--- config.mk ---
export PLATFORM = sky130hd
export DESIGN_NAME = fifo_rd_stream
export DESIGN_NICKNAME = d
export VERILOG_FILES = /design/src/rtl/fifo_pkg.sv /design/src/rtl/fifo_obuf_ring.sv /design/src/rtl/fifo_rd_stream.sv
export SDC_FILE = /design/constraint.sdc
export NUM_CORES = 1
export LEC_CHECK = 0
export CORE_UTILIZATION = 45
export CTS_BUF_LIST = sky130_fd_sc_hd__clkbuf_16
export CTS_CLUSTER_SIZE = 30
export DETAILED_ROUTE_END_ITERATION = 6
export PLACE_DENSITY = 0.69
export SETUP_SLACK_MARGIN = 0.02
export SYNTH_ARGS = -nofsm -noshare
export SYNTH_HDL_FRONTEND = slang
export SYNTH_SLANG_ARGS = --single-unit
export TNS_END_PERCENT = 30
--- constraint.sdc ---
create_clock -name rclk -period 2.2 [get_ports rclk]
set_input_delay 0.33 -clock rclk [delete_from_list [all_inputs] [get_ports rclk]]
set_output_delay 0.33 -clock rclk [all_outputs]
set_load 0.01 [all_outputs]
--- src/rtl/fifo_pkg.sv ---
// Shared defaults and types for the async FIFO read-side blocks.
// The output-buffer depth limits bound the legal OBUF_DEPTH range (2..8).
package fifo_pkg;
   localparam int FIFO_DATA_SIZE = 8;
   localparam int FIFO_ADDR_SIZE = 4;
   localparam int OBUF_DEPTH_DEF = 3;
   localparam int OBUF_DEPTH_MIN = 2;
   localparam int OBUF_DEPTH_MAX = 8;

   typedef logic [FIFO_DATA_SIZE-1:0] data_t;

   function automatic int obuf_idx_w(input int depth);
      return (depth > 1) ? $clog2(depth) : 1;
   endfunction
endpackage

--- src/rtl/fifo_obuf_ring.sv ---
// Output ring buffer: storage, head/tail/count and push/pop bookkeeping.
// head_data is registered from the next-state view so it tracks mem[head] exactly.
module fifo_obuf_ring
   import fifo_pkg::*;
#(
   parameter int DATA_SIZE  = FIFO_DATA_SIZE,
   parameter int OBUF_DEPTH = OBUF_DEPTH_DEF,
   localparam int CNT_W     = $clog2(OBUF_DEPTH + 1)
) (
   input  logic                 rclk,
   input  logic                 rrst_n,
   input  logic                 push,
   input  logic [DATA_SIZE-1:0] push_data,
   input  logic                 pop,
   output logic [DATA_SIZE-1:0] head_data,
   output logic [CNT_W-1:0]     count
);
   localparam int IDX_W = obuf_idx_w(OBUF_DEPTH);
   localparam logic [IDX_W-1:0] IDX_LAST = IDX_W'(OBUF_DEPTH - 1);

   logic [DATA_SIZE-1:0] mem_r     [OBUF_DEPTH];
   logic [DATA_SIZE-1:0] mem_nxt_s [OBUF_DEPTH];
   logic [IDX_W-1:0]     head_r;
   logic [IDX_W-1:0]     tail_r;
   logic [IDX_W-1:0]     head_nxt_s;
   logic [IDX_W-1:0]     tail_nxt_s;
   logic [CNT_W-1:0]     count_r;
   logic [CNT_W-1:0]     count_nxt_s;
   logic [DATA_SIZE-1:0] head_data_r;
   logic                 pop_s;

   function automatic logic [IDX_W-1:0] idx_inc(input logic [IDX_W-1:0] idx);
      if (idx == IDX_LAST) begin
         return {IDX_W{1'b0}};
      end else begin
         return idx + IDX_W'(1);
      end
   endfunction

   // Next-state for storage, indices and occupancy; a pop on an empty ring is ignored.
   always_comb begin
      pop_s     = pop && (count_r != {CNT_W{1'b0}});
      mem_nxt_s = mem_r;
      if (push) begin
         mem_nxt_s[tail_r] = push_data;
         tail_nxt_s        = idx_inc(tail_r);
      end else begin
         tail_nxt_s = tail_r;
      end
      if (pop_s) begin
         head_nxt_s = idx_inc(head_r);
      end else begin
         head_nxt_s = head_r;
      end
      count_nxt_s = count_r + CNT_W'(push) - CNT_W'(pop_s);
   end

   // Ring state registers, cleared asynchronously.
   always_ff @(posedge rclk or negedge rrst_n) begin
      if (!rrst_n) begin
         for (int i = 0; i < OBUF_DEPTH; i++) begin
            mem_r[i] <= {DATA_SIZE{1'b0}};
         end
         head_r      <= {IDX_W{1'b0}};
         tail_r      <= {IDX_W{1'b0}};
         count_r     <= {CNT_W{1'b0}};
         head_data_r <= {DATA_SIZE{1'b0}};
      end else begin
         mem_r       <= mem_nxt_s;
         head_r      <= head_nxt_s;
         tail_r      <= tail_nxt_s;
         count_r     <= count_nxt_s;
         head_data_r <= mem_nxt_s[head_nxt_s];
      end
   end

   assign head_data = head_data_r;
   assign count     = count_r;
endmodule

--- src/rtl/fifo_rd_stream.sv ---
// Read-side consumer of the async FIFO: issues credit-limited rinc, captures the
// memory's registered read data and presents it as a first-word-fall-through stream.
module fifo_rd_stream
   import fifo_pkg::*;
#(
   parameter int DATA_SIZE  = FIFO_DATA_SIZE,
   parameter int OBUF_DEPTH = OBUF_DEPTH_DEF,
   localparam int CNT_W     = $clog2(OBUF_DEPTH + 1)
) (
   input  logic                 rclk,
   input  logic                 rrst_n,
   input  logic                 rempty,
   output logic                 rinc,
   input  logic [DATA_SIZE-1:0] rdata,
   output logic                 m_valid,
   output logic [DATA_SIZE-1:0] m_data,
   input  logic                 m_ready,
   output logic [CNT_W-1:0]     occupancy
);
   localparam logic [CNT_W:0] DEPTH_C = (CNT_W + 1)'(OBUF_DEPTH);

   logic [CNT_W-1:0]     count_s;
   logic [CNT_W:0]       credit_s;
   logic [DATA_SIZE-1:0] head_data_s;
   logic                 rinc_s;
   logic                 f_r;
   logic                 valid_s;
   logic                 pop_s;

   // A read is requested only when the ring plus the word in flight leaves a free slot,
   // so m_ready never reaches rinc combinationally.
   always_comb begin
      credit_s = {1'b0, count_s} + {{CNT_W{1'b0}}, f_r};
      if (rrst_n && !rempty && (credit_s < DEPTH_C)) begin
         rinc_s = 1'b1;
      end else begin
         rinc_s = 1'b0;
      end
      valid_s = (count_s != {CNT_W{1'b0}});
      pop_s   = valid_s && m_ready;
   end

   // In-flight flag: rdata carries a word in the cycle after an issued rinc.
   always_ff @(posedge rclk or negedge rrst_n) begin
      if (!rrst_n) begin
         f_r <= 1'b0;
      end else begin
         f_r <= rinc_s;
      end
   end

   fifo_obuf_ring #(
      .DATA_SIZE  (DATA_SIZE),
      .OBUF_DEPTH (OBUF_DEPTH)
   ) u_ring (
      .rclk      (rclk),
      .rrst_n    (rrst_n),
      .push      (f_r),
      .push_data (rdata),
      .pop       (pop_s),
      .head_data (head_data_s),
      .count     (count_s)
   );

   assign rinc      = rinc_s;
   assign m_valid   = valid_s;
   assign m_data    = head_data_s;
   assign occupancy = count_s;
endmodule
After elaboration in Yosys (flattened, before gate mapping)
Cells that the tools add are included.
Widths: inputs -> output; s select.
- add/sub/neg operators: 5
- multipliers: 0
- divide/modulo/power cells: 0
- order comparisons: 4
- equality and inequality tests: 2
- shift operators: 0
- multiplexer cells: 11
- bitwise gates (word level): 2
- reduce and logical (&&, ||, !) cells: 7
- operators by type and width (cell ; number):
    $bwmux 24 ; 1
    $mux 24 ; 1
    $mux 8 ; 3
    $bmux 8 s2 ; 1
    $demux 8 s2 ; 1
    $ge 3x3->1 const B ; 2
    $mux 2 ; 3
    $not 2->3 ; 2
    $logic_and 1x1->1 ; 5
    $add 2x1->2 const B ; 2
    $eq 2x2->1 const B ; 2
    $add 2x1->3 ; 1
    $lt 3x1->1 const B ; 1
    $lt 3x2->1 const B ; 1
    $add 2x1->2 ; 1
    $reduce_bool 2->1 ; 1
    $sub 2x1->2 ; 1
    $logic_not 1->1 ; 1
    $mux 1 ; 1
- flip-flop bits (word level): 39
- latch bits: 0
- bits in writable memories: 0
- memory bits (read-only): 0
- bits of input ports: 12
- output and inout bits: 12
- logic and storage cells: 39
- memories kept: 0

Logic depth before layout (Yosys ltp)
- word-level depth: 10
- mapped depth: 7
- gate-level depth less buffers: 7

Modules after synthesis
Synthesis repeated with hierarchy kept, for this count alone.
- cell total of the unflattened synthesis: 115
- area, all modules: 1644.1 µm²
- modules (own cells, without submodules) (module ; times used ; cells each ; area an instance (µm²) ; sequential area each (µm²)):
    fifo_obuf_ring ; 1 ; 108 ; 1557.7 ; 950.9
    fifo_rd_stream ; 1 ; 7 ; 86.3 ; 25.0

Least setup slack after synthesis
OpenSTA, ideal clock, no wires.
- path type: flip-flop to output port
- from: reg u_ring.count_r[0] (netlist: u_ring.count[0])
- to: out rinc
- arrival time: 1.696 ns
- data required time: 1.870 ns
- slack: 0.174 ns
- cell stages (with the launch flop): 4
- path buffers: 0
- cells stage by stage: dfrtp_1 ha_1 ha_1 a2111oi_0
- cells in the longest elaborated chain, start to end: 4
- RTL lines (element ; RTL line ; RTL):
    start: declaration ; fifo_obuf_ring.sv:27 ; logic [CNT_W-1:0] count_r;
    start signal: assignment ; fifo_obuf_ring.sv:66 ; count_r <= {CNT_W{1'b0}};
    start signal: assignment ; fifo_obuf_ring.sv:72 ; count_r <= count_nxt_s;
    $add 2x1->3 ; fifo_rd_stream.sv:33 ; credit_s = {1'b0, count_s} + {{CNT_W{1'b0}}, f_r};
    $lt 3x2->1 ; fifo_rd_stream.sv:34 ; if (rrst_n && !rempty && (credit_s < DEPTH_C)) begin
    $logic_and 1x1->1 ; fifo_rd_stream.sv:34 ;
    $mux 1 ; fifo_rd_stream.sv:34 ;
    end: declaration ; fifo_rd_stream.sv:13 ; output logic rinc,
Every way passes these cells.

Worst setup path after layout
Ends and elaborated chain as after synthesis.

==> results.md <==
- CP Cell Sequence: ha_1, ha_1, a2111oi_4, clkdlybuf4s15_2
- Worst setup margin: 0.0901 ns
- PwrDens: 1520 nW/um2
- Total CTS buffers: 5
- Crit start category: register
- Yosys warning count: 0
- PnR Total Power: 3200 uW
- Tmin final: around 2.1 ns
- Drt pass-1 iters: 4
- Sw frac: a little under a third
- Yosys reg bits: 39
- Psw: between 900 and 1000 uW
- Clock power frac: 20.4%
- Die width: 62.1 um
- Setup violators final: 0
- Worst EP required: between 1.5 and 2 ns
- Max Fclk: about 470 MHz
- Htree depth: 2
- Rel. slew slack: 62.8%
- Setup Slack @ Placement: -0.181 ns
- Sequential area share after synthesis: 60.0%
- Initial antenna violation count: 0
- Final cycle utilization of the critical path: 95.9%
- Hold Crit Class: in -> async
- Slowest stage delay, CP: 0.38 ns
- Syn-to-layout area delta: 29.5%
- Share of post-route cells with drive strength above 1: 30.0%
- Max cap viols: 0
- Clock Pin Slew Worst Setup and Hold Paths: 0.05 ns
- Setup CP Type: reg -> out
- Vias in the first global route: roughly 1100
- Final Hold Fails: 0
- I/O pins: 24
- Combinational share of power: about two fifths
- Antenna diodes: 0
- Post-synth EDFFs: 0
- Commonest cells after routing, fill and taps aside: 39 x dfrtp_1, 25 x mux2_2, 21 x clkdlybuf4s50_1
- Remaining global-route overflow: 0
- Reg2Reg Launch Point: f_r
- Sequential power share: between 30% and 40%
- Worst-path maximum fanout: 2
- CTS Sinks: 39
- Worst VDD drop: 0.856 mV
- # DRC: 0
- GP Congestion: 0.728
- Total number of vias: approximately 980
- Final ANT Viol Nets: 0
- Crit path from: u_ring.count[0]
- Cts hold-fix bufs: 0
- Placed cell area: 1940 um2
- Synthesized area per cell: 14.3 um2
- Max clock buf depth: 2
- Clock root cell: clkbuf_16
- Die height: 62.1 um
- Post-DP HPWL: roughly 1800 um
- RSZ-0062 raised after global routing: false
- Setup TNS: 0 ns
- Design Area, Final: roughly 2100 um2
- CTS tree: done
- Outcome: finished clean
- Max stage delay cell, worst path: dfrtp_1
- Row cnt: 21
- Drt initial violations: 51
- Gr usage total: 17.4%
- Core Region: about 3400 um2
- Crit-path most repeated cell: ha_1
- CP Capture Type: output port
- Synth Instances: between 100 and 150
- Synthesized cell area: between 1500 and 2000 um2
- Main synth FF type: dfrtp_1
- Largest net degree at the start of global routing: 40
- Worst Tran Pin Value: 0.557 ns
- Pleak: 0.000947 uW
- Vias per cell: 4.99
- Max-slew violations: 0
- Drt wl/cell: 14.5 um
- Internal: ~2200 uW
- Commonest non-fill, non-tap cell in the layout: dfrtp_1
- Synth cell types: 20
- Global-route wire length before repair: 5130 um
- Final #Nets: 165
- Async SR Flop Fraction: 100%
- Die area: 3860 um2
- Initial Util: 48.0%
- WL final: roughly 2800 um
- Clk Latency, worst-skew pair: 0.27 ns
- Input/output buffers: 23
- Crit path DAT: ~1.8 ns
- Clock skew: 0.00475 ns
- Post-Syn Nets: between 100 and 150
==> metrics by stage <==
stage          util [%]  hold slack [ns]  cells
4_1_cts            61.9            0.143    195
3_3_place_gp       57.3            0.416    187
5_1_grt            62.2            0.185    196
3_5_place_dp       57.3            0.433    187
6_report           62.2            0.127    196
2_1_floorplan         -           0.0344    114
==> state kept, by name, indices dropped and copies added, names as in the netlist <==
| signal | cells |
|---|---|
| u_ring.mem_r | 24 |
| f_r | 1 |
| u_ring.tail_r | 2 |
| u_ring.head_data | 8 |
| u_ring.count | 2 |
| u_ring.head_r | 2 |
==> area by class of cell <==
| class | instances | area, um2 |
|---|---|---|
| Timing Repair Buffer | 30 | 279 |
| Multi-Input combinational cell | 66 | 631 |
| Clock buffer | 5 | 125 |
| Clock inverter | 3 | 12.5 |
| Inverter | 7 | 26.3 |
| Sequential cell | 39 | 976 |
| Fill cell | 265 | 1280 |
| Tap cell | 46 | 57.6 |
==> kinds of logic after synthesis <==
kind of cell / after synthesis / synth area share, %
flip-flops: 39 / 60.0
AO/OA/AOI/OAI: 12 / 4.31
buffers and inverters: 9 / 2.38
adder cells (fa/ha/maj): 4 / 3.08
XOR/XNOR: 2 / 1.08
AND/OR/NAND/NOR: 14 / 5.54
multiplexers: 34 / 23.6
==> layer usage <==
metal / wire length (um) / track usage [%]
met5: 0 / 0
met4: 29 / 6.10
met3: 101 / 4.60
met2: 1390 / 30.2
met1: 1320 / 20.8
==> power groups by stage <==
stage / logic (uW) / clock network (uW) / registers (uW)
after detailed placement: 1310 / 0 / 1220
after CTS: 1360 / 673 / 1210
after floorplan: 807 / 0 / 1250
after global placement: 1260 / 0 / 1190
final: 1350 / 653 / 1210
after global routing: 1480 / 708 / 1250
==> cells in the mapped netlist, types with 2 or more instances <==
| cell | instances | area [um2] |
|---|---|---|
| mux2i_1 | 8 | 80.1 |
| nand3_1 | 8 | 40.0 |
| mux2_2 | 25 | 282 |
| dfrtp_1 | 39 | 976 |
| xnor2_1 | 2 | 17.5 |
| o21ai_1 | 8 | 40.0 |
| nand3b_1 | 2 | 15.0 |
| ha_1 | 4 | 50.1 |
| inv_1 | 7 | 26.3 |
==> path summary, 6_finish.rpt <==
check                                 endpoint  slack [ns]  cells after the start
setup reg to reg           u_ring.head_data[7]        0.40                      5
hold / removal                 u_ring.count[1]        0.13                      2
hold reg to reg                u_ring.mem_r[8]        0.49                      1
setup / recovery                          rinc        0.09                      4
max in group asynchronous     u_ring.mem_r[11]        1.74                      2
min in group rclk              u_ring.mem_r[8]        0.49                      1
==> critical path: cells and delay by family, from the launching register on <==
family	cells	cell delay, ns
buf+inv	1	0.28
flops	1	0.38
fa+ha+maj	2	0.51
compound gates	1	0.33
==> repair_timing <==
action	4_1_cts	5_1_grt
buffers inserted	0	1
gates cloned	0	0
pin swaps	0	1
resized for setup	6	0
endpoints found under the setup margin	1	1
No activity file was read; power rests on OpenSTA's default activity.
